===== config.mk =====
export PLATFORM = sky130hd
export DESIGN_NAME = qcnot_undo_engine
export DESIGN_NICKNAME = d
export VERILOG_FILES = /design/src/rtl/qcnot_pkg.sv /design/src/rtl/qcnot_hist_stack.sv /design/src/rtl/qcnot_undo_engine.sv
export SDC_FILE = /design/constraint.sdc
export NUM_CORES = 1
export LEC_CHECK = 0
export ABC_AREA = 0
export BUFFER_PORTS_ARGS = -buffer_cell sky130_fd_sc_hd__clkbuf_2
export CORE_AREA = 3 3 65 79
export DETAILED_ROUTE_END_ITERATION = 8
export DIE_AREA = 0 0 68 82
export PLACE_DENSITY = 0.68
export SYNTH_ARGS = -nofsm -noshare
export SYNTH_HDL_FRONTEND = slang
export SYNTH_HIERARCHICAL = 1
export SYNTH_SLANG_ARGS = --single-unit

===== constraint.sdc =====
create_clock -name clk -period 8.6 [get_ports clk]
set_input_delay 1.72 -clock clk [delete_from_list [all_inputs] [get_ports clk]]
set_output_delay 1.72 -clock clk [all_outputs]
set_load 0.02 [all_outputs]

===== src/rtl/qcnot_pkg.sv =====
// qcnot_pkg: shared op codes, FSM states and the fan-out CNOT primitive
package qcnot_pkg;
  localparam int MAXW = 32;
  typedef enum logic [1:0] {
    OP_NOP    = 2'b00,
    OP_APPLY  = 2'b01,
    OP_UNDO   = 2'b10,
    OP_REWIND = 2'b11
  } op_e;
  typedef enum logic {
    ST_IDLE   = 1'b0,
    ST_REWIND = 1'b1
  } fsm_e;
  // Keep bit c, XOR every other bit with bit c; applying it twice is the identity
  function automatic logic [MAXW-1:0] fanout_cnot(input logic [MAXW-1:0] s, input logic [4:0] c);
    return s ^ ({MAXW{s[c]}} & ~(MAXW'(1) << c));
  endfunction
endpackage


===== src/rtl/qcnot_hist_stack.sv =====
// qcnot_hist_stack: LIFO of control indices recording applied CNOT steps
module qcnot_hist_stack
  import qcnot_pkg::*;
#(
  parameter int DW    = 3,
  parameter int DEPTH = 8,
  parameter int CNTW  = $clog2(DEPTH + 1)
) (
  input  logic            clk,
  input  logic            rst,
  input  logic            clear_i,
  input  logic            push_i,
  input  logic            pop_i,
  input  logic [DW-1:0]   data_i,
  output logic [DW-1:0]   top_o,
  output logic [CNTW-1:0] depth_o,
  output logic            full_o,
  output logic            empty_o
);
  localparam int AW = (DEPTH > 1) ? $clog2(DEPTH) : 1;
  logic [DW-1:0]   mem_q [DEPTH];
  logic [CNTW-1:0] depth_q, depth_d;
  logic [AW-1:0]   wr_idx, rd_idx;
  assign full_o  = depth_q == CNTW'(DEPTH);
  assign empty_o = depth_q == '0;
  assign depth_o = depth_q;
  assign wr_idx  = AW'(depth_q);
  assign rd_idx  = AW'(depth_q - 1'b1);
  assign top_o   = empty_o ? '0 : mem_q[rd_idx];
  // Pointer next state: clear beats push beats pop; full/empty guard the ends
  always_comb begin
    depth_d = clear_i             ? '0 :
              push_i && !full_o   ? depth_q + 1'b1 :
              pop_i  && !empty_o  ? depth_q - 1'b1 : depth_q;
  end
  // Depth counter, lost on reset together with the history
  always_ff @(posedge clk or posedge rst) begin
    if (rst) depth_q <= '0;
    else     depth_q <= depth_d;
  end
  // Entry storage needs no reset: only slots below depth are ever read
  always_ff @(posedge clk) begin
    if (push_i && !full_o && !clear_i) mem_q[wr_idx] <= data_i;
  end
endmodule


===== src/rtl/qcnot_undo_engine.sv =====
// qcnot_undo_engine: reversible state register with CNOT history, undo and rewind
module qcnot_undo_engine
  import qcnot_pkg::*;
#(
  parameter int WIDTH = 5,
  parameter int DEPTH = 8,
  parameter int IDXW  = $clog2(WIDTH),
  parameter int CNTW  = $clog2(DEPTH + 1)
) (
  input  logic             clk,
  input  logic             rst,
  input  logic             load_valid,
  input  logic [WIDTH-1:0] load_data,
  input  logic             op_valid,
  output logic             op_ready,
  input  logic [1:0]       op_code,
  input  logic [IDXW-1:0]  op_ctrl,
  output logic [WIDTH-1:0] state_out,
  output logic [CNTW-1:0]  depth_out,
  output logic             busy,
  output logic             done,
  output logic             err_overflow,
  output logic             err_underflow,
  output logic             err_ctrl
);
  fsm_e             fsm_q, fsm_d;
  logic [WIDTH-1:0] word_q, word_d, cnot_w;
  logic             done_q, done_d;
  logic             eov_q, eov_d, eun_q, eun_d, ectl_q, ectl_d;
  logic             push, pop, clear, full, empty, accept, ctrl_bad;
  logic [IDXW-1:0]  top, cnot_idx;
  op_e              op;
  qcnot_hist_stack #(.DW(IDXW), .DEPTH(DEPTH), .CNTW(CNTW)) u_stack (
    .clk     (clk),
    .rst     (rst),
    .clear_i (clear),
    .push_i  (push),
    .pop_i   (pop),
    .data_i  (op_ctrl),
    .top_o   (top),
    .depth_o (depth_out),
    .full_o  (full),
    .empty_o (empty)
  );
  assign op       = op_e'(op_code);
  assign op_ready = !rst && fsm_q == ST_IDLE && !load_valid;
  assign accept   = op_valid && op_ready;
  assign ctrl_bad = int'(op_ctrl) >= WIDTH;
  assign cnot_idx = (fsm_q == ST_IDLE && op == OP_APPLY) ? op_ctrl : top;
  assign cnot_w   = WIDTH'(fanout_cnot(MAXW'(word_q), 5'(cnot_idx)));
  assign state_out     = word_q;
  assign busy          = fsm_q == ST_REWIND;
  assign done          = done_q;
  assign err_overflow  = eov_q;
  assign err_underflow = eun_q;
  assign err_ctrl      = ectl_q;
  // Next state: rewind pops one step per cycle, otherwise load beats commands
  always_comb begin
    fsm_d  = fsm_q;
    word_d = word_q;
    done_d = 1'b0;
    eov_d  = eov_q;
    eun_d  = eun_q;
    ectl_d = ectl_q;
    push   = 1'b0;
    pop    = 1'b0;
    clear  = 1'b0;
    if (fsm_q == ST_REWIND) begin
      pop    = 1'b1;
      word_d = cnot_w;
      if (depth_out == CNTW'(1)) begin
        fsm_d  = ST_IDLE;
        done_d = 1'b1;
      end
    end else if (load_valid) begin
      word_d = load_data;
      clear  = 1'b1;
      eov_d  = 1'b0;
      eun_d  = 1'b0;
      ectl_d = 1'b0;
    end else if (accept) begin
      case (op)
        OP_APPLY: begin
          if (ctrl_bad) ectl_d = 1'b1;
          else if (full) eov_d = 1'b1;
          else begin
            word_d = cnot_w;
            push   = 1'b1;
          end
        end
        OP_UNDO: begin
          if (empty) eun_d = 1'b1;
          else begin
            word_d = cnot_w;
            pop    = 1'b1;
          end
        end
        OP_REWIND: begin
          if (empty) done_d = 1'b1;
          else fsm_d = ST_REWIND;
        end
        default: ;
      endcase
    end
  end
  // Registered engine state; reset aborts any rewind without a done pulse
  always_ff @(posedge clk or posedge rst) begin
    if (rst) begin
      fsm_q  <= ST_IDLE;
      word_q <= '0;
      done_q <= 1'b0;
      eov_q  <= 1'b0;
      eun_q  <= 1'b0;
      ectl_q <= 1'b0;
    end else begin
      fsm_q  <= fsm_d;
      word_q <= word_d;
      done_q <= done_d;
      eov_q  <= eov_d;
      eun_q  <= eun_d;
      ectl_q <= ectl_d;
    end
  end
endmodule


Word-level counts from Yosys, hierarchy flattened --
Memories as Yosys holds them, arrays and structs flattened. Index checks and enable logic that the tools add are counted.
Cells by class: eq/ne operators 9, $mul 0, div/mod/pow operators 0, add/subtract/negate cells 2, multiplexer cells 53, bitwise logic cells 4, order comparisons 2, shift operators 1, reductions and logical operators 26
Operators by type and width (count):
- $mux W1 | 40
- $mux W5 | 6
- $mux W4 | 3
- $ne A4 B4 Y1 const B | 3
- $reduce_bool A2 Y1 | 6
- $pmux W5 S2 | 1
- $reduce_and A5 Y1 | 2
- $reduce_and A4 Y1 | 2
- $logic_and A1 B1 Y1 | 7
- $lt A3 B6 Y1 const B | 1
- $mux W3 | 2
- $reduce_bool A3 Y1 | 2
- $and A5 B5 Y5 | 1
- $logic_not A1 Y1 | 5
- $not A5 Y5 | 1
- $shl A1 B3 Y5 const A | 1
- $xor A5 B5 Y5 | 1
- $add A4 B1 Y4 const B | 1
- $eq A2 B2 Y1 const B | 2
- $eq A4 B1 Y1 const B | 1
- $eq A4 B4 Y1 const B | 1
- $logic_not A4 Y1 | 1
- $reduce_bool A4 Y1 | 1
- $sub A4 B1 Y4 const B | 1
- other kinds (5) | 5
Word-level totals: memories kept 1, ROM bits 0, bits in writable memories 24, register bits after elaboration 14, word-level logic and storage cells 105, output and inout port bits 15, latch bits 0
Memories:
- u_stack.mem_q | depth 8, width 3, rd ports 1, clocked after Yosys merged registers in 0, wr ports 1, line qcnot_hist_stack.sv:21 | logic [DW-1:0] mem_q [DEPTH];

Depth between registers and ports, before layout --
An unclocked memory read counts as a cell.
depth after elaboration 14, gate-level depth with buffers 12, gate-level depth less buffers 10

Modules after synthesis --
Netlist, hierarchy kept.
Modules (own cells, without submodules):
- qcnot_hist_stack | area an instance 1352.5 um^2, cells each 93, instances 1
- qcnot_undo_engine | area an instance 808.3 um^2, cells each 92, instances 1

Worst setup path after synthesis --
Ideal clock, no wire load.
path kind input port to flip-flop, start point in load_valid, end point mem u_stack.mem_q[1][0], enable pin, data arrival time 3.631 ns, buffers on the path 1, slack 4.624 ns, stages 7, path through nor3_1 and2_0 nand3_1 nor2_1 clkbuf_1 nand4_1 nor3_1
Between the ends: longest elaborated chain between the ends 10
RTL lines:
- start, declared | line qcnot_undo_engine.sv:12 | input logic load_valid,
- $logic_not A1 Y1 | line qcnot_undo_engine.sv:46 | assign op_ready = !rst && fsm_q == ST_IDLE && !load_valid;
- $logic_and A1 B1 Y1 | line qcnot_undo_engine.sv:46
- $logic_and A1 B1 Y1 | line qcnot_undo_engine.sv:47 | assign accept = op_valid && op_ready;
- $mux W1 | line qcnot_undo_engine.sv:81 | end else if (accept) begin
- $mux W1 * | line qcnot_undo_engine.sv:75 | end else if (load_valid) begin
- $mux W1 * | line qcnot_undo_engine.sv:68 | if (fsm_q == ST_REWIND) begin
- via push | line qcnot_undo_engine.sv:30 | logic push, pop, clear, full, empty, accept, ctrl_bad;
- $logic_and A1 B1 Y1 * (2 in a row) | line qcnot_hist_stack.sv:43 | if (push_i && !full_o && !clear_i) mem_q[wr_idx] <= data_i;
- $mux W1 * | line qcnot_hist_stack.sv:43
- $mux W1 (implied by the code) * | line qcnot_hist_stack.sv:43
- end, declared | line qcnot_hist_stack.sv:21
The timed path passes the listed nets; every way through them passes the cells marked *.

Worst setup path in the final report --
start point in load_valid, end point out op_ready
Between the ends: longest elaborated chain between the ends 2
RTL lines:
- $logic_not A1 Y1 | line qcnot_undo_engine.sv:46
- $logic_and A1 B1 Y1 | line qcnot_undo_engine.sv:46
- end, declared | line qcnot_undo_engine.sv:15 | output logic op_ready,
Every way passes these cells.

==> qor.csv <==
stage;metric;value;unit
run_status;run_status;finished, final reports clean;
yosys;synth_compound_area_frac;0.133;
layout;seq_area;1070;µm²
route;finalWirelength;4610;µm
floorplanning;coreArea;4530;µm²
worst_setup_path;cp_cell_sequence;clkbuf_2 -> nor3_1 -> clkbuf_2;
global_routing;overflow;0;
layout;multi_input_area;998;µm²
sta;rsz0062_at_grt;no;
route;drtIter0Drc;37;
yosys;synth_warnings;6;
clock_network;cts_max_level;2;
worst_setup_path;cp.buffers_inverters;2;
power;switchingPower;0.136;mW
yosys;ys_ff_latch;38;
sta;post-route-period-util;0.465;
yosys;synth-seq-area-share;0.496;
global_routing;grt_antenna_before_repair;0;
sta;worst_hold_slack;0.501;ns
worst_setup_path;slowest_stage;nor3_1;
global_routing;grt_pass1_vias;1498;
clock_network;cts_resized;0;
yosys;synth-simple-area-share;0.159;
clock_network;cts_tree;built;
clock_network;hold_buffers;0;
yosys;ys_types;54;
clock_network;cts_max_path_buffers;2;
power;combPwrFrac;0.183;
sta;fmax;0.250;GHz
layout;instances_no_fill;273;
route;drc_errors;0;
sta;worstMarginPinSlew;0.783;ns
power;leakagePower;1.01;nW
layout;drive_gt1_frac;0.237;
yosys;synthCells;185;
layout;area_delta_synth_final;14.2;%
clock_network;clk_latency;0.29;ns
sta;fin_worst_skew;0.00696;ns
floorplanning;die_h;82;µm
min_path;hold_path_class;register to register;
power;swShare;0.277;
floorplanning;die_area;5580;µm²
yosys;netlist_area;2160;µm²
yosys;yosysTopAreaCell;edfxtp_1;
yosys;synth.most_common_cell;edfxtp_1;
route;antenna_left;0;
power;powerDensity;199;nW/µm²
route;route.vias.total;1570;
yosys;synth-xor-area-share;0.0116;
placement;post-place-ws;4.37;ns
layout;fillers;423;
yosys;synth-edff-count;24;
worst_setup_path;cp-start-kind;input port;
yosys;yosys-top-cells-area;edfxtp_1 33%, dfrtp_1 16%, mux4_2 6.3%;
worst_setup_path;cp_top_family;buffers and inverters;
yosys;synth_top_family_by_area;simple AND/OR/NAND/NOR gates;
global_routing;grtUsageTotal;0.185;
floorplanning;die_x;68;µm
power;power.share.clock;0.371;
layout;diodes;0;
placement;dp.cells;265;
worst_setup_path;cp-end-kind;output port;
power;pwr-share-seq;0.446;
floorplanning;io_pins;29;
worst_setup_path;cpMostUsedCell;clkbuf_2;
floorplanning;rows;27;
yosys;synth_top_cell_area_share;0.334;
layout;final_nets;233;
yosys;syn-num-nets;204;
route;vias_per_cell;5.75;
floorplanning;initial_utilization;0.477;
power;max-vdd-ir-drop;0.135;mV
route;drt_first_pass_iters;4;
sta;fin_ws;4.60;ns
clock_network;cts_root_buf;clkbuf_8;
clock_network;cts.sinks;38;
worst_setup_path;cp_max_fo;4;
worst_setup_path;worstSetupPathType;input port to output port;
worst_setup_path;cp_data_required_time;6.88;ns
yosys;synthAdderAreaFrac;0.0290;
run;cap_violations;0;
worst_setup_path;max_stage_delay;0.24;ns
sta;period_minus_slack;4.00;ns
layout;final_util;0.545;
yosys;synth_mux_area_frac;0.130;
yosys;async_flop_share;0.368;
power;cell_internal_pwr;0.356;mW
placement;dp_hpwl;3350;µm
clock_network;clk_pin_slew;0.08;ns
placement;gp_routability_congestion;0.886;
sta;finalHoldViolations;0;
yosys;ys_top_cells_by_count;24 x edfxtp_1, 16 x nor2_1, 14 x dfrtp_1, 14 x nand2_1, 12 x inv_1;
placement;io_buffers;28;
route;wl_per_cell;16.9;µm
yosys;synth-main-ff-cell;edfxtp_1;
sta;fin_setup_tns;0;ns
sta;max_slew_margin;0.476;
yosys;syn_area_per_cell;11.7;µm²
clock_network;cts_made_buffers;5;
worst_setup_path;worstPathArrival;2.28;ns
clock_network;postCtsSetupRepairBufs;0;
sta;slew_violations;0;
sta;finalSetupViolations;0;
global_routing;grt_start_max_net_pins;16;
global_routing;grt_pass1_wl;7550;µm
power groups by stage:
| stage | Combinational, mW | Clock (mW) | Sequential, mW |
|---|---|---|---|
| 3_5_place_dp | 0.0905 | 0 | 0.223 |
| 3_3_place_gp | 0.0902 | 0 | 0.223 |
| 4_1_cts | 0.0907 | 0.187 | 0.219 |
| 2_1_floorplan | 0.0527 | 0 | 0.231 |
| 5_1_grt | 0.101 | 0.195 | 0.222 |
| 6_report | 0.0901 | 0.182 | 0.219 |
worst reg2reg max path: stages, from the launching register on:
cell	delay [ns]
dfrtp_1	0.79
inv_1	0.14
ha_1	0.55
mux4_2	0.37
mux2i_1	0.18
nor2_1	0.10
mux2i_4	0.29
mux2i_1	0.33
o22ai_1	0.16
or3_1	0.35
a21oi_1	0.15
metal layers:
metal / up-vias / GRT usage / part of all wire
met5: - / 0 / 0
met4: 0 / 0.0656 / 0.0089
met3: 5 / 0.0369 / 0.042
met2: 47 / 0.308 / 0.53
met1: 755 / 0.236 / 0.42
li1: 763 / - / -
area by class of cell:
class	count	area share
Inverter	13	0.0198
Timing Repair Buffer	28	0.0568
Tap cell	58	0.0294
Clock buffer	5	0.0279
Clock inverter	3	0.0279
Multi-Input combinational cell	128	0.404
Sequential cell	38	0.434
layout by cell type, fill, tap and decap left out, types with 2 or more instances in the layout:
| master | synthesis | final |
|---|---|---|
| a211oi_1 | 3 | 3 |
| a21o_1 | 3 | 3 |
| a21oi_1 | 2 | 2 |
| a31oi_1 | 3 | 3 |
| bufinv_16 | 0 | 2 |
| clkbuf_2 | 0 | 28 |
| clkbuf_8 | 0 | 5 |
| dfrtp_1 | 14 | 14 |
| edfxtp_1 | 24 | 24 |
| ha_1 | 5 | 5 |
| inv_1 | 12 | 12 |
| mux2_2 | 2 | 2 |
| mux2i_1 | 9 | 9 |
| mux4_2 | 6 | 6 |
| nand2_1 | 14 | 14 |
| nand2b_1 | 3 | 3 |
| nand3_1 | 4 | 4 |
| nand3b_1 | 2 | 2 |
| nand4_1 | 5 | 5 |
| nor2_1 | 16 | 16 |
| nor3_1 | 6 | 6 |
| nor4b_1 | 2 | 2 |
| o211ai_1 | 3 | 3 |
| o21ai_0 | 5 | 5 |
| o22ai_1 | 7 | 7 |
| or3_1 | 2 | 2 |
state kept, by name (all words and copies together), names as in the netlist:
signal	count
u_stack/mem_q	24
err_ctrl	1
busy	1
err_underflow	1
done	1
state_out	5
u_stack/depth_o	4
err_overflow	1
worst paths after layout:
check | startpoint | endpoint | slack, ns | depth (start not counted)
hold reg to reg | err_ctrl | err_ctrl | 0.50 | 1
min in group asynchronous | rst | u_stack/depth_o[0] | 1.33 | 2
hold / removal | err_ctrl | err_ctrl | 0.50 | 1
setup / recovery | load_valid | op_ready | 4.60 | 3
setup reg to reg | u_stack/depth_o[0] | state_out[1] | 5.12 | 10
max in group asynchronous | rst | state_out[0] | 6.87 | 2
metrics by stage:
step	total power, mW	area, µm²
floorplan	0.284	2160
global placement	0.313	2330
detailed placement	0.313	2330
CTS	0.497	2470
global route	0.517	2470
finish	0.492	2470
cell families (layout without fill, tap and decap cells):
family,Yosys count,in the layout
AOI/OAI and AO/OA,38,38
DFF,38,38
xor gates and xnor gates,2,2
and+or+nand+nor,64,64
muxes,19,19
adders and majority gates,5,5
buffers and inverters,19,49
(Power assumes the default switching activity.)
